### src/rtl/div_unit.sv
// ---------------------------------------------------------------------------
// div_unit -- multi-cycle radix-2 restoring divider for DIV / DIVU.
//
// One quotient bit is produced per BUSY cycle, so a WIDTH-bit divide spends
// WIDTH cycles in BUSY. A divide by zero finishes after a single BUSY cycle
// with lo = all ones and hi = dividend.
//
// Optional feature (compile-time macro):
//   DIV_EARLY_OUT_EN - a divide with |a| < |b| (b != 0) finishes after one
//                      BUSY cycle with lo = 0 and hi = a. Results are the same
//                      with or without the macro; only the latency differs.
//
// Ports:
//   clk        in   clock, rising-edge active
//   rst        in   asynchronous reset, active low
//   start      in   divide request, held high by the pipeline until ready
//   signed_div in   1 = DIV (two's complement), 0 = DIVU
//   annul      in   cancel of the in-flight or requested divide
//   a          in   dividend
//   b          in   divisor
//   stall      out  holds the pipeline while a divide is pending
//   ready      out  one-cycle completion pulse (hi/lo valid)
//   hi         out  remainder, held until the next accepted divide completes
//   lo         out  quotient, held until the next accepted divide completes
// ---------------------------------------------------------------------------
module div_unit #(
    parameter int WIDTH = 32
) (
    input  logic             clk,
    input  logic             rst,
    input  logic             start,
    input  logic             signed_div,
    input  logic             annul,
    input  logic [WIDTH-1:0] a,
    input  logic [WIDTH-1:0] b,
    output logic             stall,
    output logic             ready,
    output logic [WIDTH-1:0] hi,
    output logic [WIDTH-1:0] lo
);

    localparam int CNT_W = (WIDTH > 1) ? $clog2(WIDTH) : 1;
    localparam logic [CNT_W-1:0] CNT_LAST = CNT_W'(WIDTH - 1);

    typedef enum logic [1:0] {
        IDLE,
        BUSY,
        DONE
    } stateT;

    stateT state;
    stateT stateNext;

    // Datapath state
    logic [CNT_W-1:0] count;
    logic [WIDTH-1:0] quoReg;       // dividend magnitude shifting out, quotient shifting in
    logic [WIDTH-1:0] remReg;       // partial remainder (always < divisor)
    logic [WIDTH-1:0] divisorReg;   // divisor magnitude
    logic [WIDTH-1:0] dividendRaw;  // dividend as presented, returned on div-by-zero / early out
    logic             negQuo;
    logic             negRem;

    // Combinational helpers
    logic             accept;
    logic [WIDTH-1:0] aMag;
    logic [WIDTH-1:0] bMag;
    logic [WIDTH:0]   remShift;
    logic [WIDTH:0]   diff;
    logic             qBit;
    logic [WIDTH-1:0] remNext;
    logic [WIDTH-1:0] quoNext;
    logic             divByZero;
    logic             earlyOut;
    logic             lastStep;
    logic             finish;
    logic [WIDTH-1:0] hiResult;
    logic [WIDTH-1:0] loResult;

    assign accept = (state == IDLE) && start && !annul;

    // Operand magnitudes; the most negative value maps onto itself, which is
    // the correct unsigned magnitude 2**(WIDTH-1).
    always_comb begin
        aMag = (signed_div && a[WIDTH-1]) ? ('0 - a) : a;
        bMag = (signed_div && b[WIDTH-1]) ? ('0 - b) : b;
    end

    // One restoring step: shift in the next dividend bit, subtract when it fits.
    always_comb begin
        remShift = {remReg, quoReg[WIDTH-1]};
        diff     = remShift - {1'b0, divisorReg};
        qBit     = !diff[WIDTH];
        remNext  = qBit ? diff[WIDTH-1:0] : remShift[WIDTH-1:0];
        quoNext  = {quoReg[WIDTH-2:0], qBit};
    end

    assign divByZero = (divisorReg == '0);
    assign lastStep  = (count == '0);

`ifdef DIV_EARLY_OUT_EN
    // quoReg still holds the untouched dividend magnitude only in the first
    // BUSY cycle, so the comparison is qualified by the counter.
    assign earlyOut = !divByZero && (count == CNT_LAST) && (quoReg < divisorReg);
`else
    assign earlyOut = 1'b0;
`endif

    assign finish = (state == BUSY) && !annul && (divByZero || earlyOut || lastStep);

    // Final result with signs applied; evaluated in the last BUSY cycle.
    always_comb begin
        if (divByZero) begin
            loResult = '1;
            hiResult = dividendRaw;
        end else if (earlyOut) begin
            loResult = '0;
            hiResult = dividendRaw;
        end else begin
            loResult = negQuo ? ('0 - quoNext) : quoNext;
            hiResult = negRem ? ('0 - remNext) : remNext;
        end
    end

    // State register
    always_ff @(posedge clk or negedge rst) begin
        if (!rst) begin
            state <= IDLE;
        end else begin
            state <= stateNext;
        end
    end

    // Next-state and control outputs
    always_comb begin
        stateNext = state;
        stall     = 1'b0;
        ready     = 1'b0;
        case (state)
            IDLE: begin
                stall = accept;
                if (accept) begin
                    stateNext = BUSY;
                end
            end
            BUSY: begin
                stall = 1'b1;
                if (annul) begin
                    stateNext = IDLE;
                end else if (divByZero || earlyOut || lastStep) begin
                    stateNext = DONE;
                end
            end
            DONE: begin
                // start is still high here for the same instruction; never re-accept.
                ready     = 1'b1;
                stateNext = IDLE;
            end
            default: begin
                stateNext = IDLE;
            end
        endcase
        // A held start must not raise stall while reset is asserted.
        stall = stall && rst;
    end

    // Datapath registers
    always_ff @(posedge clk or negedge rst) begin
        if (!rst) begin
            count       <= '0;
            quoReg      <= '0;
            remReg      <= '0;
            divisorReg  <= '0;
            dividendRaw <= '0;
            negQuo      <= 1'b0;
            negRem      <= 1'b0;
            hi          <= '0;
            lo          <= '0;
        end else begin
            if (accept) begin
                count       <= CNT_LAST;
                quoReg      <= aMag;
                remReg      <= '0;
                divisorReg  <= bMag;
                dividendRaw <= a;
                negQuo      <= signed_div && (a[WIDTH-1] ^ b[WIDTH-1]);
                negRem      <= signed_div && a[WIDTH-1];
            end else if (state == BUSY) begin
                if (annul) begin
                    count <= '0;
                end else begin
                    quoReg <= quoNext;
                    remReg <= remNext;
                    if (!lastStep) begin
                        count <= count - 1'b1;
                    end
                end
            end
            if (finish) begin
                hi <= hiResult;
                lo <= loResult;
            end
        end
    end

endmodule

### config.mk
export PLATFORM = sky130hd
export DESIGN_NAME = div_unit
export DESIGN_NICKNAME = d
export VERILOG_FILES = /design/src/rtl/div_unit.sv
export SDC_FILE = /design/constraint.sdc
export NUM_CORES = 1
export LEC_CHECK = 0
export CORE_ASPECT_RATIO = 0.9
export CORE_MARGIN = 2
export CORE_UTILIZATION = 40
export DETAILED_ROUTE_END_ITERATION = 16
export MAX_ROUTING_LAYER = met4
export PLACE_DENSITY = 0.64
export SLEW_MARGIN = 20
export SYNTH_ARGS = -nofsm -noshare
export SYNTH_HDL_FRONTEND = slang
export SYNTH_SLANG_ARGS = --single-unit
### constraint.sdc
create_clock -name clk -period 6.95 [get_ports clk]
set_clock_uncertainty 0.05 [all_clocks]
set_input_delay 1.39 -clock clk [delete_from_list [all_inputs] [get_ports clk]]
set_output_delay 1.39 -clock clk [all_outputs]
set_load 0.005 [all_outputs]
### After elaboration in Yosys (flattened, before gate mapping)

Index checks and enable logic that the tools add are counted.

* word-level logic and storage cells: 64
* flip-flop bits (word level): 201

* multiplexer cells: 23
* add/sub/neg operators: 6
* bitwise gates (word level): 1
* reduce and logical (&&, ||, !) cells: 18
* equal/unequal tests: 6

Operator list (count)
* 32-bit 2-to-1 mux: 13
* 1-bit by 32-bit subtractor with 32-bit output, first input constant: 4
* 33-bit by 32-bit subtractor with 33-bit output: 1
* 32-bit zero test: 1
* 5-bit 2-to-1 mux: 4
* 1-bit logical AND: 8
* 2-bit 2-to-1 mux: 3
* 2-bit AND reduction: 3
* 5-bit zero test: 1
* 5-bit by 1-bit subtractor with 5-bit output, second input constant: 1
* 2-bit case mux with 2 select lines: 1
* 3-bit by 2-bit inequality test with 1-bit output, second input constant: 1
* 3-bit inequality test, second input constant: 1
* 2-bit by 1-bit == test with 1-bit output, second input constant: 1
* 2-bit == test, second input constant: 1
* 1-bit zero test: 2
* 2-bit zero test: 1
* 2-bit by 1-bit inequality test with 1-bit output, second input constant: 1
* 2-bit inequality test, second input constant: 1
* 1-bit case mux with 2 select lines: 1
* 2-bit nonzero test: 1
* 1-bit logical OR: 1
* 1-bit 2-to-1 mux: 1
* 1-bit bitwise XOR: 1

### Logic depth before layout (Yosys ltp)

Gate-level depths: netlist of run 1.

* word-level depth: 5
* depth in mapped cells: 25
* mapped depth without buffers: 23

### Least setup slack after synthesis of run 1

No wires, ideal clock.

* path kind: reg2reg
* start: register quoReg[31]
* end: register hi[28]
* slack: 1.865 ns
* path buffers: 2
* clock period less this slack: 5.085 ns
* data arrival time: 4.952 ns
* stages on the path, launching flop included: 26
* setup time: 0.083 ns
* required time: 6.817 ns
* cells stage by stage: dfrtp_1 -> inv_1 -> ha_1 -> inv_1 -> fa_1 -> a211oi_2 -> o211ai_1 -> a22oi_1 -> a211oi_2 -> o21a_1 -> nor2_1 -> inv_1 -> buf_2 -> buf_2 -> nand2_1 -> o21ai_0 -> inv_1 -> ha_1 -> inv_1 -> or4_1 -> or4_1 -> nand3b_1 -> o31ai_1 -> a41oi_1 -> xor2_1 -> o21ai_0

* cells in the longest elaborated chain, start to end: 5

Ends and longest elaborated chain
* from (decl): RTL line 56 `logic [WIDTH-1:0] quoReg;`
* from (signal assigned): RTL line 181 `quoReg <= aMag;`
* from (signal assigned): RTL line 191 `quoReg <= quoNext;`
* 33-bit by 32-bit subtractor with 33-bit output: RTL line 91 `diff = remShift - {1'b0, divisorReg};`
* 32-bit 2-to-1 mux *: RTL line 93 `remNext = qBit ? diff[WIDTH-1:0] : remShift[WIDTH-1:0];`
* 1-bit by 32-bit subtractor with 32-bit output: RTL line 120 `hiResult = negRem ? ('0 - remNext) : remNext;`
* 32-bit 2-to-1 mux *: RTL line 120
* 32-bit 2-to-1 mux *: RTL line 112 `if (divByZero) begin`
* to (signal assigned): RTL line 199 `hi <= hiResult;`
* to (decl): RTL line 38 `output logic [WIDTH-1:0] hi,`

Every way passes the cells marked *; elsewhere a longest branch is shown, timed or not.
A chain may end at the register's enable or synchronous reset.

### Worst setup path in the final report of run 1

* start: register remReg[6]
* end: register hi[28]

* cells in the longest elaborated chain, start to end: 5

Ends and longest elaborated chain
* from (decl): RTL line 57 `logic [WIDTH-1:0] remReg;`
* from (signal assigned): RTL line 192 `remReg <= remNext;`
* 33-bit by 32-bit subtractor with 33-bit output: RTL line 91
* 32-bit 2-to-1 mux *: RTL line 93
* 1-bit by 32-bit subtractor with 32-bit output: RTL line 120
* 32-bit 2-to-1 mux *: RTL line 120
* 32-bit 2-to-1 mux *: RTL line 112

Marked as above.

==> results of run 1 <==
-- worst max-delay path by stage --
stage	startpoint	end	slack [ns]	cells after the start
after floorplan	quoReg[31]	hi[28]	1.87	25
after global placement	quoReg[31]	hi[28]	1.31	21
after detailed placement	quoReg[31]	hi[28]	1.14	21
after CTS	quoReg[31]	hi[28]	1.11	21
after global routing	remReg[6]	hi[30]	0.54	18
final	remReg[6]	hi[28]	0.97	18
-- where the power goes --
group          switching [W]  internal [W]
combinational       0.000889      0.000708
clock               0.000534      0.000870
sequential          0.000286       0.00144
-- state kept, by name, summed over array words and instances (netlist names), 2 cells and up --
signal and count:
count 5, lo 32, hi 32, dividendRaw 32, remReg 32, divisorReg 32
quoReg 32, state 2
-- worst min-delay path, stage by stage (launching register included) --
cell and delay, ns:
dfrtp_1 0.33, nand2_1 0.05, nand2_1 0.05
-- per-layer routing --
layer  track usage [%]  vias up
li1                  -     6129
met1              39.7     6293
met2              37.5      462
met3              3.63       52
met4              5.39        0
met5                 -        -
-- placed cells by master (no fill, tap or decap), types with 30 or more instances in the layout --
master           Yosys  layout
inv_1               58      57
nand2_1            311     311
clkdlybuf4s50_1      0     133
xor2_1              70      70
xnor2_1             68      68
a31oi_1             45      45
o21ai_0            153     153
nor2_1             153     149
dfrtp_1            201     201
a21oi_1            128     128
mux2i_1             30      30
ha_1                38      38
-- cell families (layout without fill, tap and decap cells) --
family / count (synthesis) / in the layout / share of synthesized area, %
DFF: 201 / 201 / 37.2
AOI/OAI and AO/OA: 460 / 460 / 20.9
muxes: 33 / 33 / 2.47
xor gates and xnor gates: 138 / 138 / 8.94
and+or+nand+nor: 664 / 664 / 22.4
adders and majority gates: 39 / 39 / 3.67
buffers and inverters: 149 / 253 / 4.35
-- stage by stage --
step / hold slack, ns / area (um2) / instances
final: 0.423 / 16100 / 2210
after floorplan: 0.387 / 13500 / 1684
after global routing: 0.448 / 16100 / 2210
after CTS: 0.424 / 16100 / 2210
after detailed placement: 0.409 / 15200 / 2165
after global placement: 0.402 / 15200 / 2165
-- final cells by class --
| type | instances | area (um2) | area share (%) |
|---|---|---|---|
| clock buffers | 32 | 712 | 4.43 |
| well taps | 422 | 528 | 3.29 |
| multi-input cells | 1334 | 7930 | 49.4 |
| inverters | 58 | 218 | 1.35 |
| clock inverters | 13 | 181 | 1.13 |
| flip-flops and latches | 201 | 5030 | 31.3 |
| repair buffers | 150 | 1470 | 9.14 |
==> summary.md, run 1 <==
| Metric | Value |
|---|---|
| DR WL/cell | slightly above 20 um |
| Fin crit share | 86.0% |
| Worst reg2reg endpoint | hi[28] |
| Number of synthesized flops with an enable pin | 0 |
| Pre-CTS WS | around 1.1 ns |
| CP Class | reg -> reg |
| Critical R2R Launch | remReg[6] |
| Initial antenna violation count | 1 |
| Number of setup violations in the final report | 0 |
| Chip width | roughly 200 um |
| Largest net degree at the start of global routing | approximately 100 |
| Worst min path class | reg -> reg |
| Die footprint | 35300 um2 |
| Syn Std Cell Area | 13500 um2 |
| Min-Delay Endpoint | dividendRaw[26] |
| First-pass GRT wire length | 70000 um |
| GRT Util Overall | a little over a quarter |
| # resized after CTS | 0 |
| Top cell type's share of synthesized area | between 30 and 40% |
| # diodes | 0 |
| Worst-path maximum fanout | 8 |
| CTS Root Buffer Type | clkbuf_16 |
| Fin util | between 40% and 50% |
| Arrival time worst endpoint | 6.37 ns |
| R2R depth | 18 |
| RSZ-0062 raised after global routing | no |
| Slew HR | roughly a third |
| Met2 wire len | ~19000 um |
| Residual DRC | 0 |
| Max Slew Vio Count | 0 |
| Async set or reset register ratio after synthesis | 100% |
| Clock-pin slew on the worst setup and hold paths | roughly 0.06 ns |
| I/O Buffers | roughly 130 |
| Startpoint class of the critical path | flip-flop |
| Global-route congestion overflow total | 0 |
| Fillers | 3301 |
| Die Y | between 150 and 200 um |
| Reg-to-reg setup timing slack | 0.97 ns |
| Clock sink total | 201 |
| Hold path cells | 2 |
| Drt pass-1 iters | 6 |
| Vias in the first global route | 12035 |
| Top layer in use | met4 |
| Standard-cell rows | 63 |
| Crit path capture type | flip-flop |
| CTS Buf Count | 25 |
| CP bufs+invs | 2 |
| Final hold vios | 0 |
| Starting Density | around two fifths |
| Area leader, netlist | dfrtp_1 |
| Antenna-violating nets left | 0 |
| Layout cell share with drive strength beyond 1 | between 5 and 6% |
| Total power | approximately 0.0047 W |
| FMAX | approximately 170 MHz |
| Number of post-CTS setup repair buffers | 0 |
| Synth cell types | 83 |
| Synth cell count leaders | 311 x nand2_1, 201 x dfrtp_1, 153 x nor2_1, 153 x o21ai_0, 128 x a21oi_1 |
| Yosys reg bits | between 200 and 250 |
| Pwr/cell area | slightly below 300 nW/um2 |
| Mapped Nets | about 1800 |
| Seq/Total Area, Yosys | a little under two fifths |
| Routability cong. | around 1 |
| Crit path cell chain | ha_1, o21ai_0, a2111oi_0, a22oi_1, a211oi_2, o21a_1, nor2_4, inv_1, mux2i_1, ha_1, inv_1, or4_1, or4_1, nand3b_1, o31ai_1, a41oi_1, xor2_1, o21ai_0 |
| Top-count cell post-synth | nand2_1 |
| TNS Setup | 0 ns |
| Fin crit period | about 6.0 ns |
| DR iter-0 viols | around 1300 |
| Final setup margin | just under 1 ns |
| Cts hold-fix bufs | 0 |
| Least-Margin Pin Slew | roughly 1 ns |
| Met3 WL post-DR | approximately 3200 um |
| Syn Inst Count | between 1500 and 2000 |
| Skew-Pair Late Insertion Delay | roughly 0.53 ns |
| Worst Path Required | 7.34 ns |
| Syn Area/Cell | approximately 8 um2 |
| H-Tree Depth | 1 |
| Met1 wire length | roughly 22000 um |
| Core ar. | approximately 33000 um2 |
| Drt total wl | roughly 45000 um |
| Vias/cell | roughly 6 |
| CTS tree | yes |
| Hold Startpoint | dividendRaw[26] |
| Synth Warn # | 0 |
| Max Root-Sink Buffers | 3 |
| Number of nets in the layout | 1878 |
| Outcome | finished clean |
| Static Leakage | 6.84 nW |
| Top delay family on crit path | compound AO/OA/AOI/OAI gates |
| Leading post-synthesis cells by cell area | dfrtp_1 37%, nand2_1 8.6%, o21ai_0 5.7% |
| Max cap viols | 0 |
| Num ports | 135 |
| DP Wirelength | 34000 um |
| Vias | roughly 13000 |
| Critical Path Max Stage Delay | about 0.60 ns |
| Ys flop type | dfrtp_1 |
| Syn-to-layout area delta | 18.9% |
| Worst vdd ir | between 0.00015 and 0.0002 V |
| Worst path slowest cell | or4_1 |
No activity file was read; power rests on OpenSTA's default activity.
==> run 2, diff against run 1 <==
--- a/config.mk
+++ b/config.mk
@@ -8,9 +8,10 @@
 export CORE_ASPECT_RATIO = 0.9
 export CORE_MARGIN = 2
 export CORE_UTILIZATION = 40
+export CTS_CLUSTER_SIZE = 20
 export DETAILED_ROUTE_END_ITERATION = 16
 export MAX_ROUTING_LAYER = met4
-export PLACE_DENSITY = 0.64
+export PLACE_DENSITY = 0.58
 export SLEW_MARGIN = 20
 export SYNTH_ARGS = -nofsm -noshare
 export SYNTH_HDL_FRONTEND = slang
==> run 2 against run 1 <==
Combinational power about the same. Clock power down 8%. Non-clock buffer count up 2. First-iteration DRC count down 14%. Utilization down 0.31 points. Worst setup slack better by 0.030 ns. Count of clock-buffer cells in the layout down 1. Global-route usage up 1.1 points. Critical path type unchanged. Largest cell class unchanged. Highest routed layer unchanged.
==> summary.md, run 2 (synthesis results as in run 1) <==
| Metric | Value |
|---|---|
| # diodes | 0 (unchanged) |
| Syn-to-layout area delta | 18.1% |
| Num ports | 135 (unchanged) |
| Clock sink total | 201 (unchanged) |
| Most frequent cells in the layout | 311 x nand2_1, 201 x dfrtp_1, 153 x o21ai_0 |
| Fillers | 3317 (+0.48%) |
| Startpoint class of the critical path | flip-flop |
| Number of nets in the layout | 1880 (+0.11%) |
| Placed cell count | 2167 (+0.092%) |
| Critical R2R Launch | quoReg[31] |
| Hold Startpoint | dividendRaw[22] |
| Drt total wl | 46600 um (+3.3%) |
| Vias in the first global route | 12282 (+2.1%) |
| I/O Buffers | 134 (unchanged) |
| Skew-Pair Late Insertion Delay | 0.53 ns (about the same) |
| FMAX | 168 MHz (+0.50%) |
| Worst min path class | reg -> reg |
| Pre-CTS WS | 1.07 ns (-0.0681 ns) |
| Arrival time worst endpoint | 6.34 ns (-0.03 ns) |
| Global-route congestion overflow total | 0 (unchanged) |
| Reg-to-reg setup timing slack | 1.00 ns (+0.03 ns) |
| Fin crit share | 85.6% (-0.43 points) |
| TNS Setup | 0 ns (unchanged) |
| Antenna-violating nets left | 0 (unchanged) |
| DR iter-0 viols | 1075 (-14%) |
| Clock-pin slew on the worst setup and hold paths | 0.06 ns (about the same) |
| Commonest non-fill, non-tap cell in the layout | nand2_1 |
| Max cap viols | 0 (unchanged) |
| Starting Density | 40.8% (unchanged) |
| Die Y | 178 um (unchanged) |
| Standard-cell rows | 63 (unchanged) |
| Cts hold-fix bufs | 0 (unchanged) |
| Worst-path maximum fanout | 7 (-1) |
| Storage element area | 5030 um2 (unchanged) |
| Number of setup violations in the final report | 0 (unchanged) |
| Post-route non-filler standard cell count | 2207 (-0.14%) |
| Worst reg2reg endpoint | hi[28] |
| CTS Root Buffer Type | clkbuf_16 |
| # resized after CTS | 0 (unchanged) |
| CTS Buf Count | 25 (unchanged) |
| Worst Path Required | 7.34 ns (about the same) |
| Chip width | 198 um (unchanged) |
| Die footprint | 35300 um2 (unchanged) |
| Final hold vios | 0 (unchanged) |
| Max Slew Vio Count | 0 (unchanged) |
| CP Class | reg -> reg |
| Worst vdd ir | 0.000177 V (+0.61%) |
| Final setup margin | 1.00 ns (+0.0300 ns) |
| Slew HR | 30.0% (-1.8 points) |
| Hold path cells | 2 (unchanged) |
| Layout cell share with drive strength beyond 1 | 4.99% (-0.27 points) |
| Number of post-CTS setup repair buffers | 0 (unchanged) |
| Crit path capture type | flip-flop |
| RSZ-0062 raised after global routing | no |
| Vias/cell | 5.84 (-0.31%) |
| R2R depth | 21 (+3) |
| Min-Delay Endpoint | dividendRaw[22] |
| Core ar. | 33100 um2 (unchanged) |
| Least-Margin Pin Slew | 1.05 ns (+0.0369 ns) |
| Max Root-Sink Buffers | 3 (unchanged) |
| Pwr/cell area | 290 nW/um2 (-1.5%) |
| Multi-input gate area | 7930 um2 (about the same) |
| First-pass GRT wire length | 72800 um (+4.0%) |
| Fin crit period | 5.95 ns (-0.0300 ns) |
| CTS tree | yes |
| Residual DRC | 0 (unchanged) |
| Outcome | finished clean |
| Initial antenna violation count | 0 (-1) |
| DR WL/cell | 21.1 um (+3.4%) |
| Static Leakage | 6.81 nW (-0.45%) |
| Drt pass-1 iters | 5 (-1) |
| DP Wirelength | 35000 um (+2.9%) |
| Total power | 0.00462 W (-2.1%) |
| GRT Util Overall | 27.5% (+1.1 points) |
| Routability cong. | 0.938 (-5.5%) |
| Vias | 12879 (-0.44%) |
| Largest net degree at the start of global routing | 109 (+6.9%) |
| H-Tree Depth | 1 (unchanged) |
run 2: final cells by class:
cell class	count	share of cell area [%]
Clock buffer	31	4.25
Inverter	58	1.36
Clock inverter	9	0.658
Tap cell	422	3.31
Multi-Input combinational cell	1334	49.6
Sequential cell	201	31.5
Timing Repair Buffer	152	9.27
run 2: worst max-delay path, stage by stage, from the launching register on:
cell	delay [ns]
dfrtp_1	0.39
inv_1	0.08
ha_1	0.16
inv_1	0.07
fa_1	0.44
a211oi_2	0.27
o211ai_1	0.21
a22oi_1	0.36
a211oi_2	0.19
o21ai_1	0.45
nor2_4	0.04
inv_1	0.20
mux2i_1	0.36
ha_1	0.26
inv_1	0.09
or4_1	0.59
or4_1	0.49
nand3b_1	0.19
o31ai_1	0.43
a41oi_1	0.21
xor2_1	0.17
o21ai_0	0.14
run 2: through the flow:
stage               cell area (um2)  hold slack, ns  util, %
finish                        16000           0.422     48.2
global route                  16000           0.443     48.2
CTS                           16000           0.420     48.2
detailed placement            15200           0.407     45.9
global placement              15200           0.406     45.9
floorplan                     13500           0.387        -
run 2: worst max path at each step:
stage,start,to,slack (ns),depth (start not counted)
2_1_floorplan,quoReg[31],hi[28],1.87,25
3_3_place_gp,remReg[6],hi[28],1.21,18
3_5_place_dp,quoReg[31],hi[28],1.07,21
4_1_cts,quoReg[31],hi[28],1.04,21
5_1_grt,remReg[6],hi[28],0.54,18
6_report,quoReg[31],hi[28],1.00,21
run 2: per-layer routing:
metal	global-route usage (%)	part of all wire, %	vias to the layer above	wire length, um
li1	-	-	6127	-
met1	41.0	49	6245	23000
met2	39.0	41	464	19300
met3	5.24	7.7	43	3580
met4	4.45	1.6	0	729
met5	-	0	-	0
run 2: power breakdown:
group	switching (W)	internal, W
sequential	0.000303	0.00144
clock	0.000531	0.000760
combinational	0.000885	0.000708
total	0.00172	0.00290
==> run 3, diff against run 2 <==
--- a/config.mk
+++ b/config.mk
@@ -11,7 +11,7 @@
 export CTS_CLUSTER_SIZE = 20
 export DETAILED_ROUTE_END_ITERATION = 16
 export MAX_ROUTING_LAYER = met4
-export PLACE_DENSITY = 0.58
+export PLACE_DENSITY = 0.57
 export SLEW_MARGIN = 20
 export SYNTH_ARGS = -nofsm -noshare
 export SYNTH_HDL_FRONTEND = slang
==> constraint.sdc (replaced) <==
create_clock -name clk -period 6.95 [get_ports clk]
set_clock_uncertainty 0.05 [all_clocks]
set_input_delay 1.39 -clock clk [delete_from_list [all_inputs] [get_ports clk]]
set_output_delay 1.39 -clock clk [all_outputs]
set_load 0.1 [all_outputs]
==> run 3 against run 2 <==
Sequential cell count is the same. Die area is the same. Largest cell class unchanged. Worst setup slack lost 0.089 ns.
==> summary.md, run 3 (synthesis results as in run 1) <==
| Metric | Value |
|---|---|
| Static Leakage | 6.84 nW (+0.47%) |
| Most frequent cells in the layout | 311 x nand2_1, 201 x dfrtp_1, 153 x o21ai_0 |
| Worst vdd ir | 0.000201 V (+14%) |
| Crit path cell chain | ha_1, o21ai_0, a2111oi_0, a22oi_1, a211oi_2, o21a_1, nor2_4, inv_1, mux2i_1, ha_1, inv_1, or4_1, or4_1, nand3b_1, o31ai_1, a41oi_1, xor2_1, o21ai_0 |
| Clock-pin slew on the worst setup and hold paths | 0.06 ns (about the same) |
| Fin crit period | 6.04 ns (+0.0889 ns) |
| DR WL/cell | 20.5 um (-2.8%) |
| Fin crit share | 86.9% (+1.3 points) |
| Global-route congestion overflow total | 0 (unchanged) |
| Core ar. | 33100 um2 (unchanged) |
| # diodes | 0 (unchanged) |
| Worst Path Required | 7.34 ns (about the same) |
| CTS tree | yes |
| Syn-to-layout area delta | 18.8% |
| Slew HR | 32.5% (+2.5 points) |
| First-pass GRT wire length | 70800 um (-2.8%) |
| Num ports | 135 (unchanged) |
| Least-Margin Pin Slew | 1.01 ns (-0.0392 ns) |
| Clock sink total | 201 (unchanged) |
| Vias/cell | 5.78 (-1.0%) |
| Worst-path maximum fanout | 8 (+1) |
| Startpoint class of the critical path | flip-flop |
| Total power | 0.00555 W (+20%) |
| Layout cell share with drive strength beyond 1 | 4.81% (-0.17 points) |
| Critical Path Max Stage Delay | 0.60 ns (about the same) |
| Commonest non-fill, non-tap cell in the layout | nand2_1 |
| CTS Buf Count | 25 (unchanged) |
| Die Y | 178 um (unchanged) |
| Skew-Pair Late Insertion Delay | 0.54 ns (about the same) |
| Starting Density | 40.8% (unchanged) |
| Drt total wl | 45300 um (-2.7%) |
| Max Slew Vio Count | 0 (unchanged) |
| FMAX | 166 MHz (-1.5%) |
| Number of nets in the layout | 1877 (-0.16%) |
| Outcome | finished clean |
| RSZ-0062 raised after global routing | no |
| Pwr/cell area | 345 nW/um2 (+19%) |
| Number of setup violations in the final report | 0 (unchanged) |
| Standard-cell rows | 63 (unchanged) |
| Worst path slowest cell | or4_1 |
| DR iter-0 viols | 1253 (+17%) |
| Arrival time worst endpoint | 6.43 ns (+0.09 ns) |
| Largest net degree at the start of global routing | 152 (+39%) |
| Drt pass-1 iters | 6 (+1) |
| Vias in the first global route | 12217 (-0.53%) |
| CTS Root Buffer Type | clkbuf_16 |
| Max Root-Sink Buffers | 3 (unchanged) |
| Worst min path class | reg -> reg |
| Number of post-CTS setup repair buffers | 0 (unchanged) |
| TNS Setup | 0 ns (unchanged) |
| Chip width | 198 um (unchanged) |
| Fillers | 3283 (-1.0%) |
| Vias | 12761 (-0.92%) |
| I/O Buffers | 134 (unchanged) |
| Routability cong. | 0.935 (-0.31%) |
| Crit path capture type | flip-flop |
| Final hold vios | 0 (unchanged) |
| GRT Util Overall | 26.7% (-0.77 points) |
| Die footprint | 35300 um2 (unchanged) |
| # resized after CTS | 0 (unchanged) |
| Cts hold-fix bufs | 0 (unchanged) |
| Residual DRC | 0 (unchanged) |
| H-Tree Depth | 1 (unchanged) |
| Max cap viols | 0 (unchanged) |
| Antenna-violating nets left | 0 (unchanged) |
| Initial antenna violation count | 2 (+2) |
| DP Wirelength | 34000 um (-2.8%) |
| CP Class | reg -> reg |
run 3: cell count changes in the layout (fill, tap and decap cells not counted), moves of 2 or more:
cell and delta:
clkbuf_8 +3, clkbuf_1 +5, buf_4 -5, bufinv_16 +2
clkinv_2 -4, buf_12 +2
run 3: worst paths after layout:
| kind | from | slack (ns) | depth (start not counted) | endpoint |
|---|---|---|---|---|
| min in group asynchronous | rst | 0.79 | 1 | divisorReg[4] |
| max | remReg[6] | 0.91 | 18 | hi[28] |
| max reg2reg | remReg[6] | 0.91 | 18 | hi[28] |
| min | dividendRaw[18] | 0.42 | 2 | dividendRaw[18] |
| min reg2reg | dividendRaw[18] | 0.42 | 2 | dividendRaw[18] |
| max in group asynchronous | rst | 4.79 | 2 | remReg[21] |
run 3: metrics by stage:
step	hold WS [ns]	worst slack (ns)	area (um2)	cells	util, %
after CTS	0.423	1.05	16100	2209	48.5
final	0.419	0.912	16100	2209	48.5
after global placement	0.403	1.24	15200	2164	45.9
after floorplan	0.387	0.810	13500	1684	-
after detailed placement	0.408	1.09	15200	2164	45.9
after global routing	0.442	0.549	16100	2209	48.5
run 3: final cells by class:
type	count	area (um2)	area share [%]
clock buffer	39	738	4.60
clock inverter	6	136	0.849
inverter	58	218	1.36
multi-input combinational	1334	7930	49.4
sequential	201	5030	31.3
tap	422	528	3.29
timing repair buffer	149	1480	9.23
run 3: per-layer routing:
metal | share of wire, % | vias up | routed length (um) | track usage, %
li1 | - | 6136 | - | -
met1 | 49 | 6106 | 22300 | 40.1
met2 | 41 | 460 | 18400 | 36.8
met3 | 8.4 | 59 | 3800 | 5.37
met4 | 1.9 | 0 | 860 | 5.70
met5 | 0 | - | 0 | -
run 3: power by group:
group / internal (W) / switching, W
Clock: 0.000874 / 0.000535
Sequential: 0.00144 / 0.000297
Combinational: 0.000708 / 0.00170
run 3: worst max-delay path: cells and delay by family (launching register included):
| kind | cells | cell delay [ns] |
|---|---|---|
| adder cells (fa/ha/maj) | 2 | 0.71 |
| XOR/XNOR | 1 | 0.19 |
| buffers and inverters | 2 | 0.22 |
| flip-flops | 1 | 0.47 |
| multiplexers | 1 | 0.36 |
| AND/OR/NAND/NOR | 4 | 1.37 |
| AO/OA/AOI/OAI | 8 | 2.58 |
